==> src/rtl/ex_pkg.sv <==
// Shared EX-stage definitions: ALU and mul/div funct3 encodings, the
// mul/div control state enum and small operand-classification helpers.
package ex_pkg;

  localparam logic [2:0] ALU_ADD  = 3'b000;
  localparam logic [2:0] ALU_SLL  = 3'b001;
  localparam logic [2:0] ALU_SLT  = 3'b010;
  localparam logic [2:0] ALU_SLTU = 3'b011;
  localparam logic [2:0] ALU_XOR  = 3'b100;
  localparam logic [2:0] ALU_SRL  = 3'b101;
  localparam logic [2:0] ALU_OR   = 3'b110;
  localparam logic [2:0] ALU_AND  = 3'b111;

  localparam logic [2:0] MD_MUL    = 3'b000;
  localparam logic [2:0] MD_MULH   = 3'b001;
  localparam logic [2:0] MD_MULHSU = 3'b010;
  localparam logic [2:0] MD_MULHU  = 3'b011;
  localparam logic [2:0] MD_DIV    = 3'b100;
  localparam logic [2:0] MD_DIVU   = 3'b101;
  localparam logic [2:0] MD_REM    = 3'b110;
  localparam logic [2:0] MD_REMU   = 3'b111;

  typedef enum logic [1:0] {
    MD_IDLE = 2'b00,
    MD_CALC = 2'b01,
    MD_DONE = 2'b10
  } md_state_e;

  function automatic logic md_is_div(input logic [2:0] op);
    return op[2];
  endfunction

  function automatic logic md_src1_signed(input logic [2:0] op);
    return (op == MD_MULH) || (op == MD_MULHSU) || (op == MD_DIV) || (op == MD_REM);
  endfunction

  function automatic logic md_src2_signed(input logic [2:0] op);
    return (op == MD_MULH) || (op == MD_DIV) || (op == MD_REM);
  endfunction

endpackage

==> src/rtl/ex_muldiv_if.sv <==
// Request/response bundle between the EX pipeline (master) and the
// iterative mul/div unit (slave).
interface ex_muldiv_if #(
  parameter int XLEN  = 32,
  parameter int TAG_W = 5
);
  logic             in_valid;
  logic             in_ready;
  logic [2:0]       in_op;
  logic [XLEN-1:0]  in_src1;
  logic [XLEN-1:0]  in_src2;
  logic [TAG_W-1:0] in_tag;
  logic             flush;
  logic             out_valid;
  logic             out_ready;
  logic [XLEN-1:0]  out_result;
  logic [TAG_W-1:0] out_tag;

  modport master (
    output in_valid, in_op, in_src1, in_src2, in_tag, flush, out_ready,
    input  in_ready, out_valid, out_result, out_tag
  );

  modport slave (
    input  in_valid, in_op, in_src1, in_src2, in_tag, flush, out_ready,
    output in_ready, out_valid, out_result, out_tag
  );
endinterface

==> src/rtl/ex_muldiv_step.sv <==
// One combinational bit step: shift-add multiply (hi:lo accumulator, lo holds
// the remaining multiplier) or restoring divide (hi = partial remainder, lo = quotient).
module ex_muldiv_step #(
  parameter int XLEN = 32
) (
  input  logic            is_div,
  input  logic [XLEN-1:0] hi,
  input  logic [XLEN-1:0] lo,
  input  logic [XLEN-1:0] operand,
  output logic [XLEN-1:0] hi_next,
  output logic [XLEN-1:0] lo_next
);
  logic [XLEN:0] sum_s;
  logic [XLEN:0] rem_s;
  logic [XLEN:0] diff_s;

  // Next accumulator for one multiply or divide bit.
  always_comb begin
    sum_s  = {1'b0, hi} + (lo[0] ? {1'b0, operand} : {(XLEN+1){1'b0}});
    rem_s  = {hi, lo[XLEN-1]};
    diff_s = rem_s - {1'b0, operand};
    if (is_div) begin
      // Borrow out of the trial subtraction means the divisor did not fit.
      if (!diff_s[XLEN]) begin
        hi_next = diff_s[XLEN-1:0];
      end else begin
        hi_next = rem_s[XLEN-1:0];
      end
      lo_next = {lo[XLEN-2:0], ~diff_s[XLEN]};
    end else begin
      hi_next = sum_s[XLEN:1];
      lo_next = {sum_s[0], lo[XLEN-1:1]};
    end
  end
endmodule

==> src/rtl/ex_muldiv.sv <==
// Iterative RV32M/RV64M multiply/divide unit: operands are converted to
// magnitudes on accept, STEPS bits resolved per CALC cycle, sign fixed at the end.
module ex_muldiv
  import ex_pkg::*;
#(
  parameter int XLEN  = 32,
  parameter int STEPS = 1,
  parameter int TAG_W = 5
) (
  input  logic        clk,
  input  logic        rst,
  ex_muldiv_if.slave  bus
);
  localparam int ITERS = XLEN / STEPS;
  localparam int CNT_W = $clog2(ITERS);
  localparam logic [CNT_W-1:0] CNT_LAST = CNT_W'(ITERS - 1);
  localparam logic [CNT_W-1:0] CNT_ONE  = CNT_W'(1);
  localparam logic [XLEN-1:0]  X_ZERO   = {XLEN{1'b0}};
  localparam logic [XLEN-1:0]  X_ONES   = {XLEN{1'b1}};
  localparam logic [XLEN-1:0]  X_MIN    = {1'b1, {(XLEN-1){1'b0}}};

  function automatic logic [XLEN-1:0] neg_x(input logic [XLEN-1:0] v);
    return ~v + {{(XLEN-1){1'b0}}, 1'b1};
  endfunction

  function automatic logic [2*XLEN-1:0] neg_2x(input logic [2*XLEN-1:0] v);
    return ~v + {{(2*XLEN-1){1'b0}}, 1'b1};
  endfunction

  md_state_e         state_r;
  logic [2:0]        op_r;
  logic              neg_r;
  logic [XLEN-1:0]   hi_r;
  logic [XLEN-1:0]   lo_r;
  logic [XLEN-1:0]   opnd_r;
  logic [CNT_W-1:0]  cnt_r;
  logic              out_valid_r;
  logic [XLEN-1:0]   out_result_r;
  logic [TAG_W-1:0]  out_tag_r;

  logic              accept_s;
  logic              neg1_s;
  logic              neg2_s;
  logic [XLEN-1:0]   mag1_s;
  logic [XLEN-1:0]   mag2_s;
  logic              div_zero_s;
  logic              ovf_s;
  logic [XLEN-1:0]   fast_res_s;
  logic [2*XLEN-1:0] prod_s;
  logic [XLEN-1:0]   div_val_s;
  logic [XLEN-1:0]   final_s;

  logic [XLEN-1:0]   hi_c [STEPS+1];
  logic [XLEN-1:0]   lo_c [STEPS+1];

  assign bus.in_ready   = (state_r == MD_IDLE);
  assign bus.out_valid  = out_valid_r;
  assign bus.out_result = out_result_r;
  assign bus.out_tag    = out_tag_r;

  // Request decode: operand magnitudes and the two fast-path special cases.
  always_comb begin
    accept_s   = bus.in_valid & (state_r == MD_IDLE) & ~bus.flush;
    neg1_s     = md_src1_signed(bus.in_op) & bus.in_src1[XLEN-1];
    neg2_s     = md_src2_signed(bus.in_op) & bus.in_src2[XLEN-1];
    mag1_s     = neg1_s ? neg_x(bus.in_src1) : bus.in_src1;
    mag2_s     = neg2_s ? neg_x(bus.in_src2) : bus.in_src2;
    div_zero_s = md_is_div(bus.in_op) & (bus.in_src2 == X_ZERO);
    ovf_s      = md_is_div(bus.in_op) & md_src1_signed(bus.in_op) &
                 (bus.in_src1 == X_MIN) & (bus.in_src2 == X_ONES);
    if (div_zero_s) begin
      fast_res_s = bus.in_op[1] ? bus.in_src1 : X_ONES;
    end else if (ovf_s) begin
      fast_res_s = bus.in_op[1] ? X_ZERO : X_MIN;
    end else begin
      fast_res_s = X_ZERO;
    end
  end

  assign hi_c[0] = hi_r;
  assign lo_c[0] = lo_r;

  for (genvar g = 0; g < STEPS; g++) begin : g_step
    ex_muldiv_step #(.XLEN(XLEN)) u_step (
      .is_div  (op_r[2]),
      .hi      (hi_c[g]),
      .lo      (lo_c[g]),
      .operand (opnd_r),
      .hi_next (hi_c[g+1]),
      .lo_next (lo_c[g+1])
    );
  end

  // Sign fix and result select applied to the output of the last chain step.
  always_comb begin
    prod_s = {hi_c[STEPS], lo_c[STEPS]};
    if (neg_r) begin
      prod_s = neg_2x(prod_s);
    end else begin
      prod_s = {hi_c[STEPS], lo_c[STEPS]};
    end
    div_val_s = op_r[1] ? hi_c[STEPS] : lo_c[STEPS];
    if (op_r[2]) begin
      final_s = neg_r ? neg_x(div_val_s) : div_val_s;
    end else if (op_r == MD_MUL) begin
      final_s = prod_s[XLEN-1:0];
    end else begin
      final_s = prod_s[2*XLEN-1:XLEN];
    end
  end

  // Control FSM with datapath and output registers; flush beats every other event.
  always_ff @(posedge clk or posedge rst) begin
    if (rst) begin
      state_r      <= MD_IDLE;
      op_r         <= 3'b000;
      neg_r        <= 1'b0;
      hi_r         <= X_ZERO;
      lo_r         <= X_ZERO;
      opnd_r       <= X_ZERO;
      cnt_r        <= {CNT_W{1'b0}};
      out_valid_r  <= 1'b0;
      out_result_r <= X_ZERO;
      out_tag_r    <= {TAG_W{1'b0}};
    end else if (bus.flush) begin
      state_r     <= MD_IDLE;
      out_valid_r <= 1'b0;
      cnt_r       <= {CNT_W{1'b0}};
    end else begin
      case (state_r)
        MD_IDLE: begin
          if (accept_s) begin
            op_r      <= bus.in_op;
            out_tag_r <= bus.in_tag;
            // Remainder takes the dividend's sign; product and quotient take s1^s2.
            neg_r     <= (md_is_div(bus.in_op) & bus.in_op[1]) ? neg1_s : (neg1_s ^ neg2_s);
            hi_r      <= X_ZERO;
            cnt_r     <= {CNT_W{1'b0}};
            if (md_is_div(bus.in_op)) begin
              lo_r   <= mag1_s;
              opnd_r <= mag2_s;
            end else begin
              lo_r   <= mag2_s;
              opnd_r <= mag1_s;
            end
            if (div_zero_s | ovf_s) begin
              state_r      <= MD_DONE;
              out_valid_r  <= 1'b1;
              out_result_r <= fast_res_s;
            end else begin
              state_r <= MD_CALC;
            end
          end
        end
        MD_CALC: begin
          hi_r <= hi_c[STEPS];
          lo_r <= lo_c[STEPS];
          if (cnt_r == CNT_LAST) begin
            state_r      <= MD_DONE;
            out_valid_r  <= 1'b1;
            out_result_r <= final_s;
            cnt_r        <= {CNT_W{1'b0}};
          end else begin
            cnt_r <= cnt_r + CNT_ONE;
          end
        end
        MD_DONE: begin
          if (bus.out_ready) begin
            state_r     <= MD_IDLE;
            out_valid_r <= 1'b0;
          end
        end
        default: begin
          state_r     <= MD_IDLE;
          out_valid_r <= 1'b0;
        end
      endcase
    end
  end
endmodule

==> src/flat_wrapper.sv <==
// flat-port wrapper written by rule: the top's interface ports become plain ports
module ex_muldiv_flat import ex_pkg::*;
#(
  parameter int XLEN  = 32,
  parameter int STEPS = 1,
  parameter int TAG_W = 5
)
  (clk, rst, bus_in_valid, bus_in_op, bus_in_src1, bus_in_src2, bus_in_tag, bus_flush, bus_out_ready, bus_in_ready, bus_out_valid, bus_out_result, bus_out_tag);
  ex_muldiv_if #(.XLEN(XLEN), .TAG_W(TAG_W)) bus_i ();
  input  logic clk;
  input  logic rst;
  input wire logic [$bits(bus_i.in_valid)-1:0] bus_in_valid;
  input wire logic [$bits(bus_i.in_op)-1:0] bus_in_op;
  input wire logic [$bits(bus_i.in_src1)-1:0] bus_in_src1;
  input wire logic [$bits(bus_i.in_src2)-1:0] bus_in_src2;
  input wire logic [$bits(bus_i.in_tag)-1:0] bus_in_tag;
  input wire logic [$bits(bus_i.flush)-1:0] bus_flush;
  input wire logic [$bits(bus_i.out_ready)-1:0] bus_out_ready;
  output wire logic [$bits(bus_i.in_ready)-1:0] bus_in_ready;
  output wire logic [$bits(bus_i.out_valid)-1:0] bus_out_valid;
  output wire logic [$bits(bus_i.out_result)-1:0] bus_out_result;
  output wire logic [$bits(bus_i.out_tag)-1:0] bus_out_tag;
  assign bus_i.in_valid = bus_in_valid;
  assign bus_i.in_op = bus_in_op;
  assign bus_i.in_src1 = bus_in_src1;
  assign bus_i.in_src2 = bus_in_src2;
  assign bus_i.in_tag = bus_in_tag;
  assign bus_i.flush = bus_flush;
  assign bus_i.out_ready = bus_out_ready;
  assign bus_in_ready = bus_i.in_ready;
  assign bus_out_valid = bus_i.out_valid;
  assign bus_out_result = bus_i.out_result;
  assign bus_out_tag = bus_i.out_tag;
  ex_muldiv #(.XLEN(XLEN), .STEPS(STEPS), .TAG_W(TAG_W)) u_core (.clk(clk), .rst(rst), .bus(bus_i));
endmodule
==> config.mk <==
export PLATFORM = sky130hd
export DESIGN_NAME = ex_muldiv_flat
export DESIGN_NICKNAME = d
export VERILOG_FILES = /design/src/rtl/ex_pkg.sv /design/src/rtl/ex_muldiv_if.sv /design/src/rtl/ex_muldiv_step.sv /design/src/rtl/ex_muldiv.sv /design/src/flat_wrapper.sv
export SDC_FILE = /design/constraint.sdc
export NUM_CORES = 1
export LEC_CHECK = 0
export ABC_AREA = 0
export CAP_MARGIN = 20
export CORE_MARGIN = 5
export CORE_UTILIZATION = 28
export DETAILED_ROUTE_END_ITERATION = 6
export PLACE_DENSITY = 0.52
export SLEW_MARGIN = 20
export SYNTH_ARGS = -nofsm -noshare
export SYNTH_HDL_FRONTEND = slang
export SYNTH_HIERARCHICAL = 1
export SYNTH_SLANG_ARGS = --single-unit
==> constraint.sdc <==
create_clock -name clk -period 7.12 [get_ports clk]
set_clock_uncertainty 0.1 [all_clocks]
set_input_delay 1.424 -clock clk [delete_from_list [all_inputs] [get_ports clk]]
set_output_delay 1.424 -clock clk [all_outputs]
set_load 0.02 [all_outputs]
==> metrics.cfg <==
[run_status]
status=finished, violations left
violations=design-rule violations

[die]
dieArea_um2=65400
core_um2=60000
ios=116
die_x_um=256
start_util_pct=28.2
rows=90
die_h_um=256

[final_layout]
antenna_cells=0
fillCellCount=6424
finalNetCount=2462
final_cells=3107
regArea_um2=3630
multi_input_area_um2=12300
area_growth_pct=14.8
drive_above_1_share_pct=8.52

[clocking]
htree_levels=4
clock_sink_count=145
postCtsSetupBuffers=0
clock_latency_ns=0.50
path_clk_slew_ns=0.07
clockBufferDepth=2
hold_buffers=0
cts_resized=0
cts_made_buffers=17
cts_tree=built
cts-root-buf=clkbuf_16

[synth]
synth_seq_cells=145
yosysTopAreaCellShare_pct=21.5
yosysTopAreaCell=dfrtp_1
yosysSeqAreaShare_pct=21.5
yosysWarnings=6
async_flop_share_pct=100
synth_area_per_cell_um2=7.36
synth.area.top_cells=dfrtp_1 21%, nand2_1 7.0%, ha_1 5.3%, xnor2_1 4.9%, xor2_1 4.7%
synth_area_um2=16900
synth_edf_count=0
netlist-cell-type-count=95
post_synth_inst_count=2296
syn-num-nets=2446
synth_flop_cell=dfrtp_1

[place]
dp_hpwl_mm=61.3
placed_cells=3075
port_buffers=115
gp_congestion=0.998

[critical_path]
arrival_ns=6.74
worstSetupPathType=flop to flop
crit_path_start_kind=flop
crit_path_end_kind=flop
cp.required_ns=7.44
crit_fanout=19

[route]
drt_wl_total_mm=79.5
drt_pass1_iterations=7
viasPerCell=5.94
drt_iter0_markers=2142
dr_total_vias=18400
antenna_left=0
wire_per_inst_um=25.6
drc=12

[global_routing]
met3_usage_pct=6.28
grt_pass1_wl_mm=117
overflow=0
antenna_found_initial=4
met1_usage_pct=30.5
busiest_layer=met2
grtUsageMet2_pct=37.1
grt_pass1_vias=17600
track_usage_pct=23.3
grt_max_degree=74

[min_path]
hold_path.class=flop to flop

[timing]
tightest_slew_ns=1.11
hold_viol_final=0
final_max_slew_viol_count=0
timing.fmax_ghz=0.156
grt_setup_unrepaired=false
layout_min_cycle_time_ns=6.43
tns_ns=0
setup_viol=0
post-route-period-util_pct=90.3
slew_headroom_pct=23.7

[power_and_ir_drop]
powerDensity_nw_per_um2=471
vdd_drop_max_mv=0.218
p_total_mw=9.14
p_leak_nw=7.81

[job]
max_cap_viol_count=0

-- critical path: stages (launching register included) --
cell       delay (ns)
dfrtp_1          0.35
inv_1            0.07
ha_1             0.23
fa_1             0.38
nand2b_1         0.19
a21oi_1          0.20
o21ai_1          0.19
o21ai_2          0.31
a31oi_4          0.16
a21oi_4          0.24
xor2_4           0.24
nand2_1          0.13
a31oi_1          0.27
or4b_2           0.80
nor4b_1          0.78
o2111ai_1        0.68
o41ai_1          0.62
xor2_1           0.22
nand2_1          0.07
nand3_1          0.10
-- sequential cells by signal, summed over array words and instances, names as in the netlist --
signal                 flops
u_core/bus.out_result     32
u_core/bus.out_valid       1
u_core/state_r             2
u_core/cnt_r               5
u_core/bus.out_tag         5
u_core/hi_r               32
u_core/lo_r               32
u_core/neg_r               1
u_core/op_r                3
u_core/opnd_r             32
-- cells in the mapped netlist, drive strengths merged (15+ instances only) --
cell,number
o41ai,16
a31oi,53
inv,67
dfrtp,145
a21o,33
o21a,17
nand3,101
nand2,315
clkbuf,143
nor2,169
mux2,46
o211ai,29
or3,19
mux2i,72
xor2,92
nor3,58
nor4,42
and2,42
buf,36
a21oi,157
and3,20
or4,19
a211oi,25
xnor2,96
o221ai,15
o21ai,161
nand4,39
o31ai,32
ha,71
-- final timing paths --
| check | start | end | slack [ns] | cells after the start |
|---|---|---|---|---|
| max | u_core/lo_r[31] | u_core/bus.out_result[28] | 0.69 | 19 |
| min | u_core/bus.out_tag[0] | u_core/bus.out_tag[0] | 0.38 | 2 |
| max reg2reg | u_core/lo_r[31] | u_core/bus.out_result[28] | 0.69 | 19 |
| min reg2reg | u_core/bus.out_tag[0] | u_core/bus.out_tag[0] | 0.38 | 2 |
| max in group asynchronous | rst | u_core/hi_r[28] | 4.30 | 3 |
| min in group asynchronous | rst | u_core/opnd_r[8] | 1.30 | 2 |
-- cell families (layout without fill, tap and decap cells) --
kind of cell | Yosys count | count (layout) | synth area share (%)
AND/OR/NAND/NOR | 893 | 893 | 25.6
AO/OA/AOI/OAI | 633 | 633 | 24.4
buffers and inverters | 246 | 275 | 5.77
XOR/XNOR | 188 | 188 | 9.90
flip-flops | 145 | 145 | 21.5
multiplexers | 118 | 118 | 7.35
adder cells (fa/ha/maj) | 73 | 73 | 5.49
-- cell usage in the layout (no fill, tap or decap), drive strengths merged, types with 17 or more instances in the layout --
| cell | count |
|---|---|
| a211oi | 25 |
| a21o | 33 |
| a21oi | 157 |
| a31oi | 53 |
| and2 | 42 |
| and3 | 20 |
| buf | 62 |
| clkbuf | 17 |
| clkdlybuf4s50 | 114 |
| dfrtp | 145 |
| ha | 71 |
| inv | 73 |
| mux2 | 46 |
| mux2i | 72 |
| nand2 | 315 |
| nand3 | 101 |
| nand4 | 39 |
| nor2 | 169 |
| nor3 | 58 |
| nor4 | 42 |
| o211ai | 29 |
| o21a | 17 |
| o21ai | 161 |
| o31ai | 32 |
| or3 | 19 |
| or4 | 19 |
| xnor2 | 96 |
| xor2 | 92 |
-- where the power goes --
| part | total (mW) | switching [mW] | leakage (nW) | internal (mW) |
|---|---|---|---|---|
| sequential | 1.48 | 0.406 | 1.88 | 1.07 |
| clock | 0.994 | 0.461 | 0.300 | 0.533 |
| combinational | 6.67 | 4.37 | 5.63 | 2.30 |
-- cell type report --
class	count	area share, %
multi-input combinational	1905	63.5
tap	782	5.04
clock inverter	15	1.01
sequential	145	18.7
inverter	67	1.32
timing repair buffer	176	8.25
clock buffer	17	2.19
-- per-layer routing --
layer | part of all wire, % | vias up
li1 | - | 8368
met1 | 42 | 9032
met2 | 45 | 877
met3 | 8.8 | 165
met4 | 4.1 | 4
met5 | 0.028 | -
-- through the flow --
step | worst slack (ns) | hold WS [ns] | utilization, % | cell area, um^2
after global routing | 0.431 | 0.401 | 32.3 | 19400
after floorplan | 1.70 | 0.350 | - | 16900
final | 0.692 | 0.379 | 32.3 | 19400
after CTS | 0.903 | 0.383 | 32.3 | 19400
after detailed placement | 0.936 | 0.366 | 31.3 | 18800
after global placement | 0.990 | 0.365 | 31.3 | 18800
(Power assumes the default switching activity.)
